===== config.mk =====
export PLATFORM = sky130hd
export DESIGN_NAME = sort_order_sched
export DESIGN_NICKNAME = d
export VERILOG_FILES = /design/src/rtl/sort_order_sched_pkg.sv /design/src/rtl/sort_order_sched_rr_arbiter.sv /design/src/rtl/sort_order_sched.sv
export SDC_FILE = /design/constraint.sdc
export NUM_CORES = 1
export LEC_CHECK = 0
export ABC_AREA = 1
export CAP_MARGIN = 20
export CORE_UTILIZATION = 33
export DETAILED_ROUTE_END_ITERATION = 6
export PLACE_DENSITY_LB_ADDON = 0.2
export SYNTH_ARGS = -nofsm -noshare
export SYNTH_HDL_FRONTEND = slang
export SYNTH_SLANG_ARGS = --single-unit

===== constraint.sdc =====
create_clock -name clk -period 4.25 [get_ports clk]
set_input_delay 0.85 -clock clk [delete_from_list [all_inputs] [get_ports clk]]
set_output_delay 0.85 -clock clk [all_outputs]
set_load 0.01 [all_outputs]

===== src/rtl/sort_order_sched_pkg.sv =====
// Shared types and constants for the sort order scheduler and its arbiter.
package sort_sched_pkg;

  typedef enum logic [2:0] {
    IDLE       = 3'd0,
    ISSUE      = 3'd1,
    WAIT_START = 3'd2,
    WAIT_DONE  = 3'd3,
    RESP       = 3'd4
  } sched_state_e;

  typedef logic [1:0] resp_code_t;

  localparam resp_code_t CODE_OK      = 2'd0;
  localparam resp_code_t CODE_RANGE   = 2'd1;
  localparam resp_code_t CODE_TIMEOUT = 2'd2;

  // Requester index width; a single requester still gets one id bit.
  function automatic int id_width(input int n);
    return (n > 1) ? $clog2(n) : 1;
  endfunction

endpackage


===== src/rtl/sort_order_sched_rr_arbiter.sv =====
// Combinational round-robin arbiter: first active request at or above rr_ptr, wrapping.
module rr_arbiter
  import sort_sched_pkg::*;
#(
  parameter int NUM_REQ = 4,
  localparam int IDW = id_width(NUM_REQ)
) (
  input  logic [NUM_REQ-1:0] req,
  input  logic [IDW-1:0]     rr_ptr,
  output logic [NUM_REQ-1:0] gnt,
  output logic [IDW-1:0]     gnt_idx,
  output logic               gnt_any
);

  logic [IDW-1:0] idx_s;

  // Scan from the pointer upward and keep only the first hit.
  always_comb begin
    gnt     = '0;
    gnt_idx = '0;
    gnt_any = 1'b0;
    idx_s   = '0;
    for (int off = 0; off < NUM_REQ; off++) begin
      idx_s = IDW'((int'(rr_ptr) + off) % NUM_REQ);
      if (!gnt_any && req[idx_s]) begin
        gnt[idx_s] = 1'b1;
        gnt_idx    = idx_s;
        gnt_any    = 1'b1;
      end else begin
        gnt_any = gnt_any;
      end
    end
  end

endmodule


===== src/rtl/sort_order_sched.sv =====
// Round-robin front end for one sort engine: grants one order at a time,
// range-checks it, issues it and reports completion with a status code.
module sort_order_sched
  import sort_sched_pkg::*;
#(
  parameter int NUM_REQ       = 4,
  parameter int DATA_WIDTH    = 16,
  parameter int ADDR_WIDTH    = 16,
  parameter int MEM_DEPTH     = 65536,
  parameter int START_TIMEOUT = 16,
  localparam int IDW = id_width(NUM_REQ)
) (
  input  logic                          clk,
  input  logic                          rst,
  input  logic [NUM_REQ-1:0]            req_valid,
  input  logic [NUM_REQ*ADDR_WIDTH-1:0] req_start,
  input  logic [NUM_REQ*DATA_WIDTH-1:0] req_len,
  output logic [NUM_REQ-1:0]            req_ready,
  output logic                          resp_valid,
  output logic [IDW-1:0]                resp_id,
  output logic [1:0]                    resp_code,
  output logic                          order_valid,
  output logic [ADDR_WIDTH-1:0]         order_start,
  output logic [DATA_WIDTH-1:0]         order_len,
  input  logic                          order_busy,
  output logic                          sched_busy
);

  localparam int SUMW = ((ADDR_WIDTH > DATA_WIDTH) ? ADDR_WIDTH : DATA_WIDTH) + 1;
  localparam int CW   = $clog2(START_TIMEOUT);
  localparam logic [CW-1:0]   CNT_LAST = CW'(START_TIMEOUT - 1);
  localparam logic [SUMW-1:0] DEPTH_W  = SUMW'(MEM_DEPTH);
  localparam logic [IDW-1:0]  ID_LAST  = IDW'(NUM_REQ - 1);

  sched_state_e          state_q, state_d;
  logic [IDW-1:0]        rr_ptr_q, rr_ptr_d;
  logic [CW-1:0]         cnt_q, cnt_d;
  logic [ADDR_WIDTH-1:0] start_q, start_d;
  logic [DATA_WIDTH-1:0] len_q, len_d;
  logic [IDW-1:0]        id_q, id_d;
  resp_code_t            code_q, code_d;
  logic                  order_valid_q, order_valid_d;
  logic                  resp_valid_q, resp_valid_d;

  logic [NUM_REQ-1:0]    gnt_s;
  logic [IDW-1:0]        gnt_idx_s;
  logic                  gnt_any_s;
  logic                  grant_en_s;
  logic [ADDR_WIDTH-1:0] sel_start_s;
  logic [DATA_WIDTH-1:0] sel_len_s;
  logic [SUMW-1:0]       sum_s;

  rr_arbiter #(.NUM_REQ(NUM_REQ)) u_arb (
    .req     (req_valid),
    .rr_ptr  (rr_ptr_q),
    .gnt     (gnt_s),
    .gnt_idx (gnt_idx_s),
    .gnt_any (gnt_any_s)
  );

  assign grant_en_s = (state_q == IDLE) && !order_busy && gnt_any_s;
  assign sum_s      = SUMW'(sel_start_s) + SUMW'(sel_len_s);

  // Pick the winner's start/len slices out of the packed request buses.
  always_comb begin
    sel_start_s = '0;
    sel_len_s   = '0;
    for (int i = 0; i < NUM_REQ; i++) begin
      if (gnt_s[i]) begin
        sel_start_s = req_start[i*ADDR_WIDTH +: ADDR_WIDTH];
        sel_len_s   = req_len[i*DATA_WIDTH +: DATA_WIDTH];
      end else begin
        sel_start_s = sel_start_s;
      end
    end
  end

  // Grant strobe; masked during reset so no request is consumed while aborted.
  always_comb begin
    if (grant_en_s && !rst) begin
      req_ready = gnt_s;
    end else begin
      req_ready = '0;
    end
  end

  // Next-state and datapath updates.
  always_comb begin
    state_d  = state_q;
    rr_ptr_d = rr_ptr_q;
    cnt_d    = cnt_q;
    start_d  = start_q;
    len_d    = len_q;
    id_d     = id_q;
    code_d   = code_q;
    case (state_q)
      IDLE: begin
        if (grant_en_s) begin
          start_d = sel_start_s;
          len_d   = sel_len_s;
          id_d    = gnt_idx_s;
          if (sum_s > DEPTH_W) begin
            code_d  = CODE_RANGE;
            state_d = RESP;
          end else if (sel_len_s == '0) begin
            code_d  = CODE_OK;
            state_d = RESP;
          end else begin
            state_d = ISSUE;
          end
        end else begin
          state_d = IDLE;
        end
      end
      ISSUE: begin
        cnt_d   = '0;
        state_d = WAIT_START;
      end
      WAIT_START: begin
        if (order_busy) begin
          state_d = WAIT_DONE;
        end else if (cnt_q == CNT_LAST) begin
          code_d  = CODE_TIMEOUT;
          state_d = RESP;
        end else begin
          cnt_d = cnt_q + CW'(1);
        end
      end
      WAIT_DONE: begin
        if (!order_busy) begin
          code_d  = CODE_OK;
          state_d = RESP;
        end else begin
          state_d = WAIT_DONE;
        end
      end
      RESP: begin
        if (id_q == ID_LAST) begin
          rr_ptr_d = '0;
        end else begin
          rr_ptr_d = id_q + IDW'(1);
        end
        state_d = IDLE;
      end
      default: begin
        state_d = IDLE;
      end
    endcase
    order_valid_d = (state_d == ISSUE);
    resp_valid_d  = (state_d == RESP);
  end

  // State and output registers; reset aborts any order in flight.
  always_ff @(posedge clk or posedge rst) begin
    if (rst) begin
      state_q       <= IDLE;
      rr_ptr_q      <= '0;
      cnt_q         <= '0;
      start_q       <= '0;
      len_q         <= '0;
      id_q          <= '0;
      code_q        <= CODE_OK;
      order_valid_q <= 1'b0;
      resp_valid_q  <= 1'b0;
    end else begin
      state_q       <= state_d;
      rr_ptr_q      <= rr_ptr_d;
      cnt_q         <= cnt_d;
      start_q       <= start_d;
      len_q         <= len_d;
      id_q          <= id_d;
      code_q        <= code_d;
      order_valid_q <= order_valid_d;
      resp_valid_q  <= resp_valid_d;
    end
  end

  assign order_valid = order_valid_q;
  assign order_start = start_q;
  assign order_len   = len_q;
  assign resp_valid  = resp_valid_q;
  assign resp_id     = id_q;
  assign resp_code   = code_q;
  assign sched_busy  = (state_q != IDLE);

endmodule


==> results of run 1 <==
## how the worst max path moves through the flow
| stage | start | endpoint | slack, ns |
|---|---|---|---|
| 2_1_floorplan | req_valid[3] | resp_code[0] | 0.009 |
| 3_3_place_gp | req_valid[3] | resp_code[0] | -0.67 |
| 3_5_place_dp | req_valid[3] | state_q[0] | -0.73 |
| 4_1_cts | req_valid[1] | resp_code[0] | 0.0003 |
| 5_1_grt | rr_ptr_q[0] | resp_code[0] | -0.09 |
| 6_report | req_valid[2] | resp_code[0] | 0.16 |
## logic make-up (layout without fill, tap and decap cells)
group | after synthesis | in the layout | share of synthesized area
fa+ha+maj | 26 | 26 | 0.07553
simple gates | 330 | 331 | 0.3421
xor+xnor | 12 | 12 | 0.02385
buf+inv | 87 | 385 | 0.09199
flops | 47 | 47 | 0.2669
compound gates | 142 | 142 | 0.1996
## what timing repair did
item                                    4_1_cts  5_1_grt
cloned                                        4        0
gates resized for setup                      61       92
pin swaps                                    43       84
buffers inserted                             24       14
endpoints found under the setup margin        6        6
endpoints found under the hold margin         0        0
## sequential cells by signal (all words and copies together), names as in the netlist
| signal | count |
|---|---|
| cnt_q | 4 |
| order_len | 16 |
| order_start | 16 |
| order_valid | 1 |
| resp_code | 2 |
| resp_id | 2 |
| resp_valid | 1 |
| rr_ptr_q | 2 |
| state_q | 3 |
## per-layer routing
layer | wire length (microns) | track usage
met4 | 410 | 0.06971
met1 | 8157 | 0.3341
met2 | 9331 | 0.4604
met5 | 0 | 0
met3 | 837 | 0.03731
## cell usage in the layout (no fill, tap or decap), types with 11 or more instances in the layout
master             n
clkdlybuf4s50_1  173
nand2_1          146
buf_4            112
nor2_1            53
inv_1             46
dfrtp_1           45
nand3_1           43
a21oi_1           42
nand2_2           32
a31oi_1           31
a21oi_2           20
o211ai_1          17
nand2_4           15
buf_6             15
ha_4              14
buf_12            12
ha_1              11
## critical path: cells and delay by family
family,cells,cell delay [ns]
AND/OR/NAND/NOR,20,2.08
AO/OA/AOI/OAI,2,0.44
buffers and inverters,3,0.40
adder cells (fa/ha/maj),1,0.33
XOR/XNOR,1,0.17
## per-stage QoR
stage	setup TNS, ns	hold WS, ns
global route	-0.2578	0.5727
floorplan	0	0.4789
detailed placement	-3.966	0.4945
global placement	-3.625	0.4821
CTS	0	0.5112
finish	0	0.5223
## layout make-up
type | count | share of cell area
timing repair buffer | 317 | 0.3754
multi-input combinational | 511 | 0.4076
sequential | 47 | 0.1423
clock inverter | 3 | 0.005287
inverter | 60 | 0.02840
clock buffer | 5 | 0.01511
tap | 172 | 0.02598
==> flow_summary_export.csv, run 1 <==
group,metric,value,unit
run_status,status,"finished clean",
timing,rsz0062_at_grt,"true",
timing,max_freq,244.7,MHz
placed_design,gp_congestion,0.9087,
drt,antenna_left,0,
synth,synth.cell_area,0.004407,sq mm
critical_path,slowest_stage,"o211ai_1",
critical_path,timing.reg2reg.setup_slack,0.17,ns
die,core_area,0.01282,sq mm
critical_path,crit_fanout,12,
layout,final_util,0.6459,
synth,yosysUniqueCellTypes,48,
clock_network,cts_buffers,5,
drt,via_per_inst,5.115,
clock_network,clk_path_buf_depth,2,
global_routing,antenna_found_initial,0,
timing,period_share,0.9615,
global_routing,grt_pass1_vias,5603,
timing,period_minus_slack,4.086,ns
placed_design,preCtsSetupSlack,-0.7251,ns
placed_design,placed_area,0.007089,sq mm
synth,yosys.cell_count.top_type,"nand2_1",
layout,post-route-cell-area,0.008283,sq mm
synth,synth_edf_count,0,
drt,wirelength,18740,microns
clock_network,clock-sinks,47,
drt,vias,5703,
worst_hold_path,hp-class,"register to register",
critical_path,crit_path_start_kind,"primary input",
die,die_y,117.6,microns
clock_network,cts-hold-fix-buffers,0,
global_routing,grt_pass1_wl,28660,microns
layout,seqCellArea,0.001179,sq mm
clock_network,cts_tree,"built",
layout,final_cells,1115,
clock_network,h-tree-depth,2,
synth,syn_nets,805,
run,max_cap_viol_count,0,
placed_design,place_hpwl,14040,microns
critical_path,criticalPathCategory,"primary input to register",
layout,diodes,0,
worst_hold_path,holdPathEnd,"order_start[1]",
timing,setup_violations,0,
synth,synth_warnings,0,
layout,multi_input_area,0.003376,sq mm
critical_path,r2r-start,"rr_ptr_q[0]",
die,die_area,0.01382,sq mm
timing,hold_viol,0,
clock_network,clk_latency,0.30,ns
timing,timing.final.ws_setup,0.1636,ns
synth,netlist.top_cell.by_area,"dfrtp_1",
drt,drc,0,
layout,layout-drive-gt1-share,0.3065,
synth,synth_area_leaders,"dfrtp_1, nand2_1, ha_1",
die,die_w,117.6,microns
die,num_rows,41,
worst_hold_path,whs_path_depth,2,
critical_path,reg2reg_to,"resp_code[0]",
critical_path,cp.required,4.44,ns
critical_path,endpoint_kind,"register",
global_routing,grt_max_degree,37,
placed_design,place_inst,1066,
synth,async_reset_ff_frac,1.000,
clock_network,clockRootBuffer,"clkbuf_16",
die,io-pin-count,178,
synth,yosysTopAreaCellShare,0.2669,
drt,drt_first_iter_violations,304,
timing,finalMaxSlewViolations,0,
critical_path,crit_path_max_incr_delay,0.33,ns
clock_network,clk_pin_slew,0.07,ns
placed_design,portBuffers,177,
synth,postSynthCellCount,644,
timing,slew_headroom,0.5085,
critical_path,path_common_cell,"nand2_2",
layout,area_growth_syn_to_layout,87.96,%
drt,drt-pass1-iter-count,5,
synth,yosys-top-cells-count,"nand2_1, a21oi_1, nor2_1",
critical_path,ff2ff_path_depth,27,
worst_hold_path,hold_start,"order_start[1]",
layout,finalNetCount,1103,
drt,wire_per_inst,16.80,microns
global_routing,grt.overflow.total,0,
synth,yosysSeqAreaShare,0.2669,
synth,synthFlopType,"dfrtp_1",
layout,num-fill-cells,1127,
synth,syn_area_per_cell,6.843,sq um
critical_path,cp.arrival,4.28,ns
die,start_util,0.3436,
timing,tightest_slew,0.7361,ns
timing,skew,0.003775,ns
synth,ys_seq_elements,47,
global_routing,track_usage,0.2622,
Power of run 1 is not shown: default switching activity piles up to over one toggle a cycle in this logic, so the estimate is an artifact.
==> run 2: changes to the inputs <==
--- a/config.mk
+++ b/config.mk
@@ -7,7 +7,7 @@
 export LEC_CHECK = 0
 export ABC_AREA = 1
 export CAP_MARGIN = 20
-export CORE_UTILIZATION = 33
+export CORE_UTILIZATION = 45
 export DETAILED_ROUTE_END_ITERATION = 6
 export PLACE_DENSITY_LB_ADDON = 0.2
 export SYNTH_ARGS = -nofsm -noshare
==> constraint.sdc (replaced) <==
create_clock -name clk -period 3.76 [get_ports clk]
set_input_delay 0.752 -clock clk [delete_from_list [all_inputs] [get_ports clk]]
set_output_delay 0.752 -clock clk [all_outputs]
set_load 0.01 [all_outputs]
==> run 2 against run 1 <==
The flow now finishes with violations (setup timing). Clock-buffer cell count up 1. Register-to-register slack lost 0.89 ns. Worst hold slack lost 0.0083 ns. Cell area is 1.9% lower. Critical path type is now register to register. Critical endpoint unchanged. Highest routed layer unchanged.
==> flow_summary_export.csv, run 2 (same netlist as run 1, synthesis figures left out) <==
group,metric,value,unit
timing,slew_headroom,0.6579,
critical_path,cp.required,3.96,ns
clock_network,clockRootBuffer,"clkbuf_8",
drt,wirelength,20210,microns
global_routing,antenna_found_initial,0,
timing,finalMaxSlewViolations,0,
critical_path,slowest_stage,"dfrtp_2",
global_routing,grt_pass1_wl,28420,microns
worst_hold_path,hp-class,"register to register",
layout,layout-drive-gt1-share,0.2905,
drt,drt-pass1-iter-count,5,
global_routing,track_usage,0.3637,
run_status,status,"finished, violations left",
drt,antenna_left,0,
layout,finalNetCount,1117,
timing,tightest_slew,0.5132,ns
critical_path,crit_path_start_kind,"register",
placed_design,gp_congestion,0.9124,
die,io-pin-count,178,
run_status,failed_checks,"setup timing",
run,max_cap_viol_count,0,
clock_network,clk_latency,0.31,ns
critical_path,crit_path_max_incr_delay,0.40,ns
die,start_util,0.4702,
drt,via_per_inst,5.590,
clock_network,h-tree-depth,2,
timing,max_freq,223.5,MHz
layout,num-fill-cells,515,
die,die_w,101.0,microns
critical_path,crit_fanout,5,
drt,drc,0,
timing,timing.final.ws_setup,-0.7153,ns
global_routing,grt_pass1_vias,5826,
clock_network,clk_path_buf_depth,2,
layout,mostFrequentLayoutCell,"clkdlybuf4s50_1",
critical_path,path_common_cell,"nand2_1",
clock_network,clk_pin_slew,0.09,ns
timing,setup_violations,6,
timing,timing.hold.ws,0.5139,ns
timing,period_minus_slack,4.475,ns
drt,drt_first_iter_violations,359,
die,num_rows,35,
critical_path,criticalPathCategory,"register to register",
timing,skew,0.003463,ns
drt,vias,6071,
die,die_area,0.01019,sq mm
placed_design,portBuffers,177,
die,die_y,101.0,microns
layout,area_growth_syn_to_layout,84.44,%
clock_network,clock-sinks,47,
drt,wire_per_inst,18.61,microns
placed_design,place_hpwl,13370,microns
layout,diodes,0,
global_routing,grt_max_degree,48,
clock_network,cts_tree,"built",
clock_network,cts_buffers,5,
layout,layout_common_cells,"clkdlybuf4s50_1, nand2_1, buf_4, nor2_1, a21oi_1",
critical_path,endpoint_kind,"register",
global_routing,grt.overflow.total,0,
timing,period_share,1.190,
timing,rsz0062_at_grt,"true",
timing,hold_viol,0,
critical_path,cp.arrival,4.68,ns
die,core_area,0.009371,sq mm
[run 2: repair_timing]
action / in CTS / in global routing
hold buffers: 0 / 0
pin swaps: 36 / 38
cloned: 4 / 0
endpoints found under the setup margin: 7 / 7
resized for setup: 86 / 46
setup buffers: 27 / 16
[run 2: final timing paths]
path	from	endpoint	slack [ns]	cells past startpoint
worst max-delay path	rr_ptr_q[0]	resp_code[0]	-0.72	30
worst min-delay path	order_len[1]	order_len[1]	0.51	2
worst max register to register	rr_ptr_q[0]	resp_code[0]	-0.72	30
worst min register to register	order_len[1]	order_len[1]	0.51	2
max in group asynchronous	rst	rr_ptr_q[1]	2.58	3
min in group asynchronous	rst	resp_code[1]	0.69	2
[run 2: per-stage QoR]
step / util / setup WS [ns] / setup TNS [ns] / std cells / instance area [sq um]
6_report: 0.8673 / -0.7153 / -3.711 / 1086 / 8128
2_1_floorplan: - / -0.2486 / -0.9570 / 644 / 4467
5_1_grt: 0.8673 / -0.8920 / -4.570 / 1086 / 8128
3_5_place_dp: 0.7537 / -1.141 / -6.618 / 1030 / 7063
4_1_cts: 0.8307 / -0.3507 / -1.697 / 1069 / 7785
3_3_place_gp: 0.7537 / -1.065 / -6.181 / 1030 / 7063
[run 2: per-layer routing]
metal,global-route usage,routed length [microns]
met1,0.4566,7886
met2,0.6307,9743
met5,0,0
met3,0.04993,1423
met4,0.1416,1159
[run 2: cell type report]
type / count / area, sq um / share of cell area
sequential: 47 / 1179 / 0.1450
timing repair buffer: 331 / 3157 / 0.3884
multi-input combinational: 511 / 3253 / 0.4002
clock buffer: 6 / 72.57 / 0.008929
clock inverter: 2 / 60.06 / 0.007389
inverter: 60 / 245.2 / 0.03017
tap: 129 / 161.4 / 0.01986
[run 2: critical path, delay by kind of cell, from the launching register on]
| kind | cells | cell delay (ns) |
|---|---|---|
| compound gates | 2 | 0.41 |
| xor+xnor | 1 | 0.12 |
| fa+ha+maj | 2 | 0.55 |
| buf+inv | 6 | 0.69 |
| flops | 1 | 0.40 |
| simple gates | 19 | 2.17 |
Power of run 2 is left out for the same reason.
==> run 3: changes to the inputs <==
--- a/config.mk
+++ b/config.mk
@@ -5,8 +5,8 @@
 export SDC_FILE = /design/constraint.sdc
 export NUM_CORES = 1
 export LEC_CHECK = 0
-export ABC_AREA = 1
 export CAP_MARGIN = 20
+export CORE_MARGIN = 2
 export CORE_UTILIZATION = 45
 export DETAILED_ROUTE_END_ITERATION = 6
 export PLACE_DENSITY_LB_ADDON = 0.2
==> run 3 against run 2 <==
The flow still finishes with violations (setup timing). Flip-flop and latch count stayed put. Critical endpoint is now state_q[0]. Final cell count shrank 11%. Worst hold slack worse by 0.030 ns. Register-to-register slack got worse by 0.66 ns. Via count shrank 5.3%. Wire length up 0.44%.
==> flow_summary_export.csv, run 3 <==
group,metric,value,unit
critical_path,crit_chain,"clkdlybuf4s15_2, mux4_2, buf_6, or3_4, a21oi_2, a2111o_1, buf_6, a221oi_2, nor3_1, a21oi_2, buf_4, fa_2, nor2b_2, o31a_1, a21oi_2, nor4_2, nand4_1, a2111oi_4, a41oi_2, a211oi_2, a31o_1",
synth,yosys-top-cells-count,"nand2_1, dfrtp_1, nor2_1",
critical_path,cp.required,4.01,ns
synth,synth_edf_count,0,
timing,timing.final.ws_setup,-1.385,ns
layout,layout-drive-gt1-share,0.3365,
layout,post-route-cell-area,0.007955,sq mm
layout,num-fill-cells,612,
clock_network,cts-hold-fix-buffers,0,
timing,period_minus_slack,5.145,ns
run_status,status,"finished, violations left",
run,max_cap_viol_count,0,
die,die_w,103.0,microns
drt,wirelength,20300,microns
layout,diodes,0,
timing,setup_violations,6,
timing,fin_tns_setup,-7.873,ns
synth,netlist.top_cell.by_area,"dfrtp_1",
global_routing,grt_max_degree,28,
layout,layout_common_cells,"clkdlybuf4s50_1, buf_4, nand2_1, dfrtp_1, nor2_1",
timing,period_share,1.368,
worst_hold_path,hp-class,"register to register",
layout,finalNetCount,995,
synth,yosysSeqAreaShare,0.2668,
critical_path,path_common_cell,"a21oi_2",
synth,synth_area_leaders,"dfrtp_1, mux2_2, ha_1",
drt,drt_first_iter_violations,247,
global_routing,grt_pass1_vias,5424,
timing,max_freq,194.4,MHz
critical_path,crit_fanout,9,
drt,drt-pass1-iter-count,5,
critical_path,crit_path_start_kind,"primary input",
die,num_rows,36,
synth,syn_area_per_cell,8.396,sq um
timing,tightest_slew,0.8382,ns
synth,ys_seq_elements,47,
critical_path,ff2ff_path_depth,21,
critical_path,criticalPathCategory,"primary input to register",
drt,vias,5748,
clock_network,clk_latency,0.31,ns
synth,async_reset_ff_frac,1.000,
synth,synthFlopType,"dfrtp_1",
critical_path,r2r-start,"rr_ptr_q[0]",
drt,antenna_left,0,
synth,syn_nets,686,
timing,skew,0.007381,ns
layout,final_util,0.8253,
placed_design,portBuffers,177,
synth,postSynthCellCount,525,
synth,yosysTopAreaCellShare,0.2668,
placed_design,place_hpwl,15440,microns
global_routing,grt_pass1_wl,28410,microns
clock_network,clk_pin_slew,0.08,ns
synth,yosysUniqueCellTypes,70,
critical_path,crit_path_max_incr_delay,0.52,ns
synth,synth.cell_area,0.004408,sq mm
die,die_area,0.01060,sq mm
clock_network,cts_buffers,5,
critical_path,timing.reg2reg.setup_slack,-1.38,ns
synth,synth_warnings,0,
timing,timing.hold.ws,0.4841,ns
timing,hold_viol,0,
clock_network,clock-sinks,47,
critical_path,endpoint_kind,"register",
global_routing,antenna_found_initial,0,
critical_path,cp.arrival,5.40,ns
synth,yosys.cell_count.top_type,"nand2_1",
die,start_util,0.4573,
clock_network,cts_tree,"built",
clock_network,clockRootBuffer,"clkbuf_8",
critical_path,cp_top_family,"compound AO/OA/AOI/OAI gates",
global_routing,track_usage,0.3517,
placed_design,gp_congestion,0.9957,
worst_hold_path,whs_path_depth,2,
die,die_y,103.0,microns
placed_design,placed_area,0.007387,sq mm
timing,slew_headroom,0.4378,
worst_hold_path,holdPathEnd,"order_start[1]",
drt,wire_per_inst,20.97,microns
layout,mostFrequentLayoutCell,"clkdlybuf4s50_1",
run_status,failed_checks,"setup timing",
worst_hold_path,hold_start,"order_start[1]",
die,io-pin-count,178,
global_routing,grt.overflow.total,0,
timing,rsz0062_at_grt,"true",
drt,drc,0,
critical_path,critical_path_buf_inv_count,4,
timing,finalMaxSlewViolations,0,
drt,via_per_inst,5.938,
layout,area_growth_syn_to_layout,80.47,%
critical_path,reg2reg_to,"state_q[0]",
critical_path,slowest_stage,"mux4_2",
die,core_area,0.009639,sq mm
clock_network,h-tree-depth,2,
clock_network,clk_path_buf_depth,2,
[run 3: how the worst max path moves through the flow]
stage                      start           end  depth (start not counted)
floorplan            rr_ptr_q[0]    state_q[0]                         24
global placement    req_valid[1]    state_q[0]                         22
detailed placement  req_valid[1]    state_q[0]                         22
CTS                  rr_ptr_q[0]  resp_code[1]                         22
global route         rr_ptr_q[0]    state_q[0]                         25
finish              req_valid[0]    state_q[0]                         21
[run 3: routing by layer]
layer  routed length, microns  share of wire  global-route usage  vias up
met3                     1790          0.088             0.06576       75
met1                     7945           0.39              0.4534     2735
li1                         -              -                   -     2624
met5                        0              0                   0        -
met4                      814          0.040              0.1063        0
met2                     9750           0.48              0.5994      314
[run 3: worst min-delay path: stages, from the launching register on]
cell     delay [ns]
dfrtp_1        0.35
nand2_1        0.04
o21ai_0        0.06
[run 3: layout make-up]
cell class / count / area (sq um) / area share
clock buffers: 7 / 76.32 / 0.009594
clock inverters: 1 / 5.005 / 0.0006291
inverters: 21 / 83.83 / 0.01054
multi-input cells: 424 / 3457 / 0.4346
flip-flops and latches: 47 / 1177 / 0.1480
well taps: 133 / 166.4 / 0.02092
repair buffers: 335 / 2989 / 0.3757
[run 3: cells by family (layout without fill, tap and decap cells)]
group                    count (synthesis)  in the layout  synth area share
AO/OA/AOI/OAI                          186            186            0.3003
XOR/XNOR                                 3              3          0.005962
adder cells (fa/ha/maj)                 26             26           0.07550
buffers and inverters                   54            364           0.05308
flip-flops                              47             47            0.2668
multiplexers                            42             42            0.1104
AND/OR/NAND/NOR                        167            167            0.1879
[run 3: timing repair]
item	in CTS	in global routing
resized for setup	57	39
hold endpoints to repair	0	0
buffers inserted	13	7
pin swaps	21	21
endpoints found under the setup margin	10	9
[run 3: per-stage QoR]
step	worst slack (ns)	std cells
floorplan	-1.204	525
global placement	-1.963	940
detailed placement	-2.141	940
CTS	-1.286	961
global route	-1.583	968
finish	-1.385	968
Power of run 3 is left out for the same reason.
